--- src/rtl/tawas_dbus_arb.sv ---
// Tawas data-bus arbiter: core has fixed priority, aux gets idle cycles plus a forced stall on starvation.
// Optional statistics counters are built when TAWAS_DBUS_ARB_STATS_EN is defined.
module tawas_dbus_arb #(
    parameter int unsigned RD_LAT     = 1,
    parameter int unsigned STARVE_MAX = 8,
    parameter int unsigned CNT_W      = 16
) (
    input  logic             clk,
    input  logic             rst_n,
`ifdef TAWAS_DBUS_ARB_STATS_EN
    input  logic             stat_clr,
    output logic [CNT_W-1:0] stat_aux_gnt,
    output logic [CNT_W-1:0] stat_aux_wait,
    output logic [CNT_W-1:0] stat_stall,
`endif
    input  logic             c_cs,
    input  logic             c_wr,
    input  logic [31:0]      c_addr,
    input  logic [3:0]       c_mask,
    input  logic [31:0]      c_wdata,
    output logic [31:0]      c_rdata,
    output logic             core_stall,
    output logic             stall_viol,
    input  logic             a_req,
    input  logic             a_wr,
    input  logic [31:0]      a_addr,
    input  logic [3:0]       a_mask,
    input  logic [31:0]      a_wdata,
    output logic             a_gnt,
    output logic             a_rvld,
    output logic [31:0]      a_rdata,
    output logic             dcs,
    output logic             dwr,
    output logic [31:0]      daddr,
    output logic [3:0]       dmask,
    output logic [31:0]      dout,
    input  logic [31:0]      din
);

    localparam int unsigned CW         = (STARVE_MAX < 2) ? 1 : $clog2(STARVE_MAX + 1);
    localparam int unsigned STARVE_LIM = (STARVE_MAX == 0) ? 0 : STARVE_MAX - 1;

    if (RD_LAT == 0 || RD_LAT > 4 || CNT_W == 0) begin : g_bad_param
        $error("tawas_dbus_arb: RD_LAT must be 1..4 and CNT_W nonzero");
    end

    typedef enum logic [1:0] {IDLE, WAIT, STALL} state_t;

    state_t          state, state_nxt;
    logic [CW-1:0]   cnt, cnt_nxt;
    logic            aux_sel, core_sel, rd_push;
    logic [RD_LAT:0] pv;
    logic [RD_LAT:0] po;

    assign c_rdata = din;

    // Grant, winner select and starvation FSM next state
    always_comb begin
        state_nxt = state;
        cnt_nxt   = cnt;
        a_gnt     = a_req && (state == STALL || !c_cs);
        aux_sel   = a_gnt;
        core_sel  = c_cs && !a_gnt && (state != STALL);
        rd_push   = (aux_sel && !a_wr) || (core_sel && !c_wr);
        case (state)
            IDLE: begin
                if (a_req && !a_gnt) begin
                    state_nxt = WAIT;
                    cnt_nxt   = CW'(1);
                end
            end
            WAIT: begin
                if (a_gnt || !a_req) begin
                    state_nxt = IDLE;
                    cnt_nxt   = '0;
                end else if (STARVE_MAX != 0 && cnt >= CW'(STARVE_LIM)) begin
                    state_nxt = STALL;
                    cnt_nxt   = '0;
                end else if (cnt != '1) begin
                    cnt_nxt = cnt + CW'(1);
                end
            end
            STALL: begin
                state_nxt = IDLE;
                cnt_nxt   = '0;
            end
            default: begin
                state_nxt = IDLE;
                cnt_nxt   = '0;
            end
        endcase
    end

    always_ff @(posedge clk or negedge rst_n) begin
        if (!rst_n) begin
            state <= IDLE;
            cnt   <= '0;
        end else begin
            state <= state_nxt;
            cnt   <= cnt_nxt;
        end
    end

    // Registered bus drive from the winner; reads and idle cycles drive dout low
    always_ff @(posedge clk or negedge rst_n) begin
        if (!rst_n) begin
            dcs   <= 1'b0;
            dwr   <= 1'b0;
            daddr <= '0;
            dmask <= '0;
            dout  <= '0;
        end else begin
            dcs   <= aux_sel || core_sel;
            dwr   <= aux_sel ? a_wr : (core_sel && c_wr);
            daddr <= aux_sel ? a_addr : (core_sel ? c_addr : '0);
            dmask <= aux_sel ? a_mask : (core_sel ? c_mask : '0);
            dout  <= (aux_sel && a_wr) ? a_wdata : ((core_sel && c_wr) ? c_wdata : '0);
        end
    end

    // Read ownership pipeline: stage 0 is the bus cycle, stage RD_LAT is the din cycle
    always_ff @(posedge clk or negedge rst_n) begin
        if (!rst_n) begin
            pv      <= '0;
            po      <= '0;
            a_rvld  <= 1'b0;
            a_rdata <= '0;
        end else begin
            pv     <= {pv[RD_LAT-1:0], rd_push};
            po     <= {po[RD_LAT-1:0], aux_sel};
            a_rvld <= pv[RD_LAT] && po[RD_LAT];
            if (pv[RD_LAT] && po[RD_LAT]) begin
                a_rdata <= din;
            end
        end
    end

    always_ff @(posedge clk or negedge rst_n) begin
        if (!rst_n) begin
            core_stall <= 1'b0;
            stall_viol <= 1'b0;
        end else begin
            core_stall <= (state_nxt == STALL);
            stall_viol <= stall_viol || (state == STALL && c_cs);
        end
    end

`ifdef TAWAS_DBUS_ARB_STATS_EN
    // Saturating event counters with synchronous clear
    always_ff @(posedge clk or negedge rst_n) begin
        if (!rst_n) begin
            stat_aux_gnt  <= '0;
            stat_aux_wait <= '0;
            stat_stall    <= '0;
        end else if (stat_clr) begin
            stat_aux_gnt  <= '0;
            stat_aux_wait <= '0;
            stat_stall    <= '0;
        end else begin
            if (a_gnt && stat_aux_gnt != '1) begin
                stat_aux_gnt <= stat_aux_gnt + CNT_W'(1);
            end
            if (a_req && !a_gnt && stat_aux_wait != '1) begin
                stat_aux_wait <= stat_aux_wait + CNT_W'(1);
            end
            if (state_nxt == STALL && state != STALL && stat_stall != '1) begin
                stat_stall <= stat_stall + CNT_W'(1);
            end
        end
    end
`endif

endmodule
--- config.mk ---
export PLATFORM = sky130hd
export DESIGN_NAME = tawas_dbus_arb
export DESIGN_NICKNAME = d
export VERILOG_FILES = /design/src/rtl/tawas_dbus_arb.sv
export SDC_FILE = /design/constraint.sdc
export NUM_CORES = 1
export LEC_CHECK = 0
export CAP_MARGIN = 20
export CORE_MARGIN = 4
export CORE_UTILIZATION = 35
export CTS_CLUSTER_SIZE = 12
export DETAILED_ROUTE_END_ITERATION = 8
export DONT_BUFFER_PORTS = 1
export PLACE_DENSITY = 0.48
export SLEW_MARGIN = 20
export SYNTH_ARGS = -nofsm -noshare
export SYNTH_HDL_FRONTEND = slang
export SYNTH_SLANG_ARGS = --single-unit
--- constraint.sdc ---
create_clock -name clk -period 4.4 [get_ports clk]
set_clock_uncertainty 0.15 [all_clocks]
set_input_delay 0.44 -clock clk [delete_from_list [all_inputs] [get_ports clk]]
set_output_delay 0.44 -clock clk [all_outputs]
set_load 0.05 [all_outputs]
# After elaboration in Yosys (flattened, before gate mapping)
# Index checks and enable logic that the tools add are counted.
# op_classes
add_sub_neg	1
multipliers	0
div_mod_pow	0
n_lt_le_gt_ge	1
n_eq_ne	7
n_shift	0
muxes	16
bitwise	0
reduce_logical	22
# ops
op	count
$mux 32	4
$mux 4	6
$logic_and 1x1->1	10
$ne 4x4->1 const B	2
$pmux 4 s2	1
$mux 2	3
$logic_not 1->1	5
$logic_or 1x1->1	5
$add 4x1->4 const B	1
$eq 2x2->1 const B	2
$ge 4x3->1 const B	1
$ne 2x2->1 const B	2
$pmux 2 s2	1
$eq 2x1->1 const B	1
$logic_not 2->1	1
$reduce_and 2->1	1
$mux 1	1
# word_totals
reg_bits	115
latch_bits	0
mem_bits_rw	0
rom_bits	0
word_cells	60
n_memories	0

# Depth between registers and ports, before layout
# Gate-level depths: netlist (run 1).
# depth
ltp_word	9
ltp_mapped	6
mapped_depth_nobuf	4

# Least setup slack after synthesis (run 1)
# OpenSTA, ideal clock, no wires.
# synth_path
kind	input to output
start	input port c_cs
end	output port a_gnt
arrival_ns	1.706
required_time_ns	3.810
slack_ns	2.104
stages	5
cell_sequence	buf_2 and2_1 buf_2 buf_4 nor2_1
# synth_between
elab_chain_len	3
# synth_lines
element	line_no	source
start: declaration	16	input logic c_cs,
$logic_not 1->1	61	a_gnt = a_req && (state == STALL || !c_cs);
$logic_or 1x1->1	61	
$logic_and 1x1->1	61	
end: declaration	29	output logic a_gnt,
# No other way between the ends.

# Worst setup path after layout (run 1)
# layout_path
start	register state[1]
end	output port a_gnt
# layout_between
elab_chain_len	3
# layout_lines
element	line_no	source
start: declaration	49	state_t state, state_nxt;
start signal: assignment	99	state <= state_nxt;
$eq 2x2->1	61	
$logic_or 1x1->1	61	
$logic_and 1x1->1	61	
# No other way between the ends.

==> summary.txt, run 1 <==
Outcome
  • Status: finished clean

Route
  • WL final: 12,650 um
  • M1 wire length: 4436 um
  • DR iter-0 viols: around 190
  • Via density: 5.278
  • DRC errors left: 0
  • DRT antenna net count: 0
  • Initial DRT Pass Iterations: 4
  • Met3 WL: 1267 um
  • Top Metal Used: met4
  • Routed len/inst: approximately 22 um
  • Vias: slightly above 3k
  • WL met2: approximately 6700 um

GRT
  • Total GRT Usage: 0.1631
  • Remaining Overflow, GRT: 0
  • Initial antenna violation count: 0
  • Vias in the first global route: around 3.3k
  • Global-route wire length before repair: 18,420 um
  • Largest net degree at the start of global routing: 116

Critical path
  • Critical Path, Cell by Cell: nand2b_4 > and2_1 > buf_4 > nor2_1
  • Setup CP Type: reg2out
  • Worst path arrival time: 2.49 ns
  • Worst Path Max Fanout: 41
  • Worst EP required: 3.81 ns
  • Family with the most delay on the worst path: simple AND/OR/NAND/NOR gates
  • Worst path bufs/invs: 1
  • Setup crit end kind: primary output
  • Slowest cell on crit path: nor2_1
  • Worst Setup Start Kind: flop
  • Slowest stage delay, CP: 0.74 ns

Timing
  • RSZ-0062 raised after global routing: false
  • Setup violators final: 0
  • Fin crit period: 3.083 ns
  • Worst-margin pin slew: 0.9346 ns
  • Final Cycle Share: 0.7006
  • Max Slew Vio Count: 0
  • Peak Freq: 324.4 MHz
  • Slew Limit Headroom: 0.3746
  • Setup TNS: 0 ns
  • Final hold violations: 0

Logic synthesis
  • Yosys warns: 0
  • Avg Cell Area, Syn: around 12 um2
  • Syn Nets: 563
  • #FFs+latches synth: 115
  • Mapped Area: around 4700 um2
  • Mapped Cells: 388
  • Yosys cell types: 30
  • Sequential area share after synthesis: 0.6155

Layout
  • P&R area growth vs syn: 18.57%
  • Area occupied by multi-input gates: between 1000 and 1500 um2
  • # nets final: 570
  • N_diodes: 0
  • Commonest non-fill, non-tap cell in the layout: dfrtp_1
  • Fillers: about 1.2k
  • Commonest cells after routing, fill and taps aside: dfrtp_1, dlygate4sd3_1, nand2_1
  • Register Area: about 2900 um2
  • Final Cell Area: 5544 um2
  • Final core utilization: 0.4323
  • Ratio of cells with drive above 1 in the final layout: 0.1740
  • Non-Filler Instances: 580

Floorplan
  • Starting Density: 0.3646
  • Die Y-Extent: between 100 and 150 um
  • Die Wd: 123.6 um
  • IO Pins: 312
  • Site Rows: 41
  • Core area: 12,820 um2
  • Die footprint: between 15,000 and 20,000 um2

Pwr
  • Static leakage: roughly 2.5 nW
  • Max VDD drop: 221.5 uV
  • Pwr per Cell Area: 563.9 nW/um2

Run
  • Number of max-cap violations: 0

Clock tree
  • Post-CTS setup buffers: 0
  • Maximum root-to-sink buffer count: 2
  • CTS buffer count: 17
  • H-tree depth: 4
  • Clock latency on the worst-skew pair: roughly 0.4 ns
  • Root Buffer: clkbuf_16
  • Clock Sinks: 115
  • CTS clk-pin slew, worst paths: approximately 0.050 ns
  • CTS tree: done

Place
  • Half-perimeter wire length after placement: 8683 um
  • GPL Wtd Cong: ~0.8
  • Dpl cell area: 4509 um2
  • Placed Cells: approximately 500
  • Port Buf Inserts: 0

Hold path
  • HP Class: in2reg
## kinds of logic after synthesis
family	share of synthesized area
mux	0.07707
flops	0.6155
simple gates	0.09312
compound gates	0.1194
fa+ha+maj	0.002676
buf+inv	0.09232
## area by class of cell
type / instances / share of cell area
Clock buffer: 23 / 0.08802
Inverter: 4 / 0.002708
Timing Repair Buffer: 49 / 0.09050
Multi-Input combinational cell: 208 / 0.2467
Sequential cell: 115 / 0.5191
Tap cell: 172 / 0.03882
Clock inverter: 9 / 0.01422
## per-stage QoR
step                power [W]  setup slack [ns]  hold WS [ns]
floorplan            0.001842             2.104     -0.005591
global placement     0.001795             1.770     -0.003215
detailed placement   0.001802             1.734     -0.003573
CTS                  0.003163             1.290     0.0002612
global route         0.003258             1.157     0.0001716
finish               0.003126             1.317       0.01766
## state kept, by name, indices dropped and copies added (netlist names)
signal / flops
stall_viol: 1
pv: 2
dout: 32
cnt: 4
a_rvld: 1
dcs: 1
daddr: 32
core_stall: 1
dmask: 4
po: 2
a_rdata: 32
state: 2
dwr: 1
## synth_stat cells
library cell,instances,area [um2]
or2_2,1,6.260
a211oi_4,1,20.02
nand2b_4,1,13.76
buf_2,10,50.05
and2_1,1,6.260
a211oi_1,1,7.510
nor3_1,3,15.01
o21ai_1,6,30.03
buf_6,6,67.56
dfrtp_1,115,2878
a211o_1,1,8.760
a21oi_1,6,30.03
inv_1,4,15.01
o21ai_0,30,150.1
nand2b_1,2,12.51
and3_1,3,18.77
ha_1,1,12.51
o21a_1,1,7.510
nand3_1,38,190.2
a32oi_1,1,8.760
o21bai_1,1,7.510
mux2_2,32,360.4
buf_4,34,255.2
a22o_1,32,280.3
a21o_1,1,7.510
nand3b_1,1,7.510
clkbuf_2,2,10.01
nor2_1,2,7.510
nand2_1,42,157.7
clkbuf_1,9,33.78
## worst paths after layout
check                                         from                   to  slack, ns  depth (start not counted)
worst min register to register     pv[0]$_DFF_PN0_      pv[1]$_DFF_PN0_       0.20                          0
worst max register to register  state[1]$_DFF_PN0_   dout[24]$_DFF_PN0_       1.72                          5
worst min-delay path                         a_req   daddr[9]$_DFF_PN0_       0.02                          2
min in group asynchronous                    rst_n  daddr[10]$_DFF_PN0_       0.47                          2
worst max-delay path            state[1]$_DFF_PN0_                a_gnt       1.32                          4
max in group asynchronous                    rst_n      pv[0]$_DFF_PN0_       3.19                          2
## power by group
group	switching (W)	leakage, nW	internal (W)
clock	0.000461	0.279	0.000830
sequential	0.000465	1.43	0.00117
combinational	0.0000889	0.805	0.000115
## routing by layer
layer  track usage  up-vias
met5             0        -
met4       0.08097        0
met3       0.06630       31
met2        0.2761      204
met1        0.1761     1499
li1              -     1327
## what timing repair did
action | CTS | global route
gates resized for setup | 0 | 0
hold buffers | 41 | 4
endpoints found under the setup margin | 0 | 0
endpoints found under the hold margin | 147 | 4
(Power assumes the default switching activity.)
==> run 2: changes to the inputs <==
clock period = 3 ns   (was 4.4 ns; I/O delays follow)
==> run 2 against run 1 <==
  * The run now fails in clock tree synthesis (4_1_cts)
  * Synthesized cell count unchanged
  * Synthesized area stayed put
==> summary.txt, run 2 <==
Clock tree
  • Maximum root-to-sink buffer count: 2 (unchanged)
  • H-tree depth: 4 (unchanged)
  • Root Buffer: clkbuf_16
  • Cts hold-fix bufs: 108 (+160%)
  • Clock Sinks: 115 (unchanged)
  • Post-CTS setup buffers: 0 (unchanged)
  • CTS resizes: 0 (unchanged)
  • CTS buffer count: 17 (unchanged)

Logic synthesis
  • Share of the synthesized area in the top cell type: 0.6155 (unchanged)
  • Most common cell in the netlist: dfrtp_1
  • Prevailing post-synth register cell: dfrtp_1
  • Share of synthesized registers carrying an async set or reset: 1.000 (unchanged)
  • #FFs+latches synth: 115 (unchanged)
  • Mapped Area: 4676 um2 (unchanged)
  • Sequential area share after synthesis: 0.6155 (unchanged)
  • Mapped Cells: 388 (unchanged)
  • Most frequent cells after synthesis: dfrtp_1, nand2_1, nand3_1
  • Number of synthesized flops with an enable pin: 0 (unchanged)
  • Yosys warns: 0 (unchanged)
  • Syn Nets: 563 (unchanged)
  • Yosys cell types: 30 (unchanged)
  • Avg Cell Area, Syn: 12.05 um2 (unchanged)
  • Top post-synthesis cells by area: dfrtp_1, mux2_2, a22o_1
  • Synth area leader: dfrtp_1

Floorplan
  • Die Y-Extent: 123.6 um (unchanged)
  • Site Rows: 41 (unchanged)
  • Starting Density: 0.3646 (unchanged)
  • Die Wd: 123.6 um (unchanged)
  • IO Pins: 312 (unchanged)

Place
  • Half-perimeter wire length after placement: 8745 um (+0.71%)
  • GPL Wtd Cong: 0.7856 (-3.7%)
  • Port Buf Inserts: 0 (unchanged)
  • Dpl cell area: 4512 um2 (about the same)

Outcome
  • Stopping stage: clock tree synthesis (4_1_cts)
  • Status: did not finish
  • Log Error: [ERROR RSZ-0060] Max buffer count reached.
run 2: logic make-up after synthesis:
logic type,Yosys count,share of synthesized area
buf+inv,65,0.09232
flops,115,0.6155
simple gates,94,0.09312
compound gates,81,0.1194
mux,32,0.07707
fa+ha+maj,1,0.002676
run 2: stage by stage:
step,setup WS (ns),cells
2_1_floorplan,0.8497,388
3_3_place_gp,0.8907,504
3_5_place_dp,0.8128,504
==> run 3: changes to the inputs <==
CORE_UTILIZATION = 20   (was 35)
CTS_CLUSTER_SIZE = default   (was 12)
PLACE_DENSITY = default   (was 0.48)
PLACE_DENSITY_LB_ADDON = 0.15   (was default)
==> run 3 against run 2 <==
  * The flow again stops in clock tree synthesis (4_1_cts)
  * Synthesized area did not move
  * Synthesized cell count unchanged
==> summary.txt, run 3 <==
Clock tree
  • CTS resizes: 0 (unchanged)
  • H-tree depth: 4 (unchanged)
  • Root Buffer: clkbuf_16
  • CTS buffer count: 17 (unchanged)
  • Post-CTS setup buffers: 0 (unchanged)
  • Maximum root-to-sink buffer count: 2 (unchanged)
  • Clock Sinks: 115 (unchanged)
  • Cts hold-fix bufs: 136 (+26%)

Logic synthesis
  • Sequential area share after synthesis: 0.6155 (unchanged)
  • Most frequent cells after synthesis: dfrtp_1, nand2_1, nand3_1
  • Syn Nets: 563 (unchanged)
  • Top post-synthesis cells by area: dfrtp_1, mux2_2, a22o_1
  • Yosys warns: 0 (unchanged)
  • Most common cell in the netlist: dfrtp_1
  • Yosys cell types: 30 (unchanged)
  • Share of the synthesized area in the top cell type: 0.6155 (unchanged)
  • Share of synthesized registers carrying an async set or reset: 1.000 (unchanged)
  • Mapped Cells: 388 (unchanged)
  • Avg Cell Area, Syn: 12.05 um2 (unchanged)
  • Prevailing post-synth register cell: dfrtp_1
  • #FFs+latches synth: 115 (unchanged)
  • Synth area leader: dfrtp_1
  • Mapped Area: 4676 um2 (unchanged)
  • Number of synthesized flops with an enable pin: 0 (unchanged)

Outcome
  • Stopping stage: clock tree synthesis (4_1_cts)
  • Status: did not finish
  • Log Error: [ERROR RSZ-0060] Max buffer count reached.

Place
  • GPL Wtd Cong: 0.6683 (-15%)
  • Port Buf Inserts: 0 (unchanged)
  • Half-perimeter wire length after placement: 9284 um (+6.2%)

Floorplan
  • Die Y-Extent: 160.9 um (+30%)
  • Die Wd: 160.9 um (+30%)
  • Site Rows: 55 (+34%)
  • IO Pins: 312 (unchanged)
  • Starting Density: 0.2047 (-0.1599)
-- run 3: per-stage QoR --
step                cell area, um2  std cells  hold WS (ns)  setup WS, ns
detailed placement            4688        645       -0.1426        0.9494
global placement              4688        645       -0.1420         1.066
floorplan                     4676        388       -0.1456        0.8497
-- run 3: kinds of logic after synthesis --
logic type               Yosys count  share of synthesized area
flip-flops                       115                     0.6155
AND/OR/NAND/NOR                   94                    0.09312
AO/OA/AOI/OAI                     81                     0.1194
buffers and inverters             65                    0.09232
multiplexers                      32                    0.07707
adder cells (fa/ha/maj)            1                   0.002676
==> edit: new RTL, settings of run 1 <==
Change the parameter `STARVE_MAX` from 8 to 16.
--- a/src/rtl/tawas_dbus_arb.sv
+++ b/src/rtl/tawas_dbus_arb.sv
@@ -4,3 +4,3 @@
     parameter int unsigned RD_LAT     = 1,
-    parameter int unsigned STARVE_MAX = 8,
+    parameter int unsigned STARVE_MAX = 16,
     parameter int unsigned CNT_W      = 16
Formal check against the unedited RTL: not equivalent (Yosys sat finds a counterexample within 10 cycles, from zero or initial values and one cycle with rst_n low).
==> edit against run 1 <==
Worst setup slack better by 0.28 ns. Wire length increased by 3.9%. Worst hold slack got worse by 0.00097 ns. Power rose by 1.3%. Area after synthesis grew 1.9%. Synthesized cell count up 2.3%. Die area up 1.8%. Cell area up 3.8%. Sequential cell count up 1. Critical endpoint is now dout[15]. Highest routed layer unchanged.
==> edit: results (changes against run 1) <==
Synthesis
  • Yosys warns: 0 (unchanged)
  • Mapped Nets: 574 (+2.0%)
  • Netlist cell types: 37 (+23%)
  • Synth top cells by count: 116 x dfrtp_1, 43 x nand2_1, 36 x nand3_1
  • Register area share after synthesis: 60.9% (-0.62 points)
  • Synth top area cells: dfrtp_1 61%, mux2_2 7.6%, a22o_1 5.9%, buf_4 5.2%, nand3_1 3.8%

Finish
  • Share of cells above drive strength 1: 15.7% (-1.7 points)
  • Final #Nets: 593 (+4.0%)
  • Fillers: 1199 (+2.5%)

Setup path
  • R2R depth: 7 (+2)
  • Critical R2R Launch: state[0]
  • R2R Setup Slk: 1.59 ns (-0.13 ns)
  • Critical Path Sink: dout[15]
  • Crit path launch type: flop
  • Crit path DAT: 3.00 ns (+0.51 ns)

Global route
  • Vias in the first global route: 3332 (+0.48%)
  • Largest net degree at the start of global routing: 117 (+0.86%)
  • Total global-route track usage: 16.9% (+0.60 points)
  • First-pass GRT wire length: 19900 um (+8.1%)

Placed design
  • Placed instance area: 4640 um^2 (+2.9%)
  • DP HPWL: 9060 um (+4.4%)
  • GPL Wtd Cong: 0.813 (-0.32%)

Status
  • Status: completed

Drt
  • Drt pass-1 iters: 4 (unchanged)
  • Drt wl/cell: 21.8 um (+0.11%)
  • Vias/cell: 5.25 (-0.48%)
  • First DRT Iteration DRCs: 128 (-31%)

Timing
  • Slew HR: 35.8% (-1.6 points)

Power and ir drop
  • Leak: 0.00261 uW (+3.8%)
  • VDD IR-drop max: 249 uV (+12%)

Hold path
  • HP Start: a_wdata[14]
  • WHS Endpoint: dout[14]
  • WHS Path Cells: 1 (-1)

CTS
  • Clock-pin transition on the worst setup and hold timing paths: 0.05 ns (about the same)
[edit: cells by family (layout without fill, tap and decap cells)]
logic type,after synthesis,count (layout),synth area share (%)
buf+inv,66,95,8.67
mux,33,33,7.77
compound gates,82,82,12.0
xor+xnor,1,1,0.184
flops,116,116,60.9
fa+ha+maj,3,3,0.788
simple gates,96,96,9.69
[edit: timing repair]
action,CTS,global route
hold buffers,54,1
hold endpoints to repair,156,1
buffers inserted,0,0
[edit: metrics by stage]
step / cells / hold WS [ns] / worst slack [ns]
final: 602 / 0.0167 / 1.59
after global routing: 602 / 0.0000629 / 1.41
after global placement: 516 / -0.00280 / 1.89
after floorplan: 397 / -0.00559 / 2.08
after detailed placement: 518 / -0.00318 / 1.98
after CTS: 601 / 0.0000450 / 1.48
[edit: cell type report]
class                           instances  area, um^2  share of cell area (%)
Tap cell                              176         220                    3.83
Sequential cell                       116        2900                    50.4
Inverter                                6        22.5                   0.391
Clock buffer                           23         468                    8.13
Clock inverter                          6        80.1                    1.39
Multi-Input combinational cell        215        1450                    25.2
Timing Repair Buffer                   60         613                    10.6
[edit: report_power, final]
group	switching (uW)	internal, uW
Clock	435	846
Combinational	94.9	125
Sequential	485	1180
Total	1010	2150
[edit: critical path: stages, from the launching register on]
cell and delay (ns):
dfrtp_1 0.42, nand2b_4 0.38, a211oi_4 0.61, buf_6 0.23, buf_6 0.16, buf_4 0.12
a22o_1 0.12, dlygate4sd3_1 0.54
[edit: routing by layer]
| metal | GRT usage, % | wire, um | share of wire (%) | up-vias |
|---|---|---|---|---|
| met5 | 0 | 0 | 0 | - |
| met4 | 6.71 | 344 | 2.6 | 0 |
| met3 | 8.02 | 1300 | 9.9 | 28 |
| met2 | 28.1 | 6620 | 50 | 216 |
| met1 | 18.7 | 4880 | 37 | 1524 |
| li1 | - | - | - | 1394 |
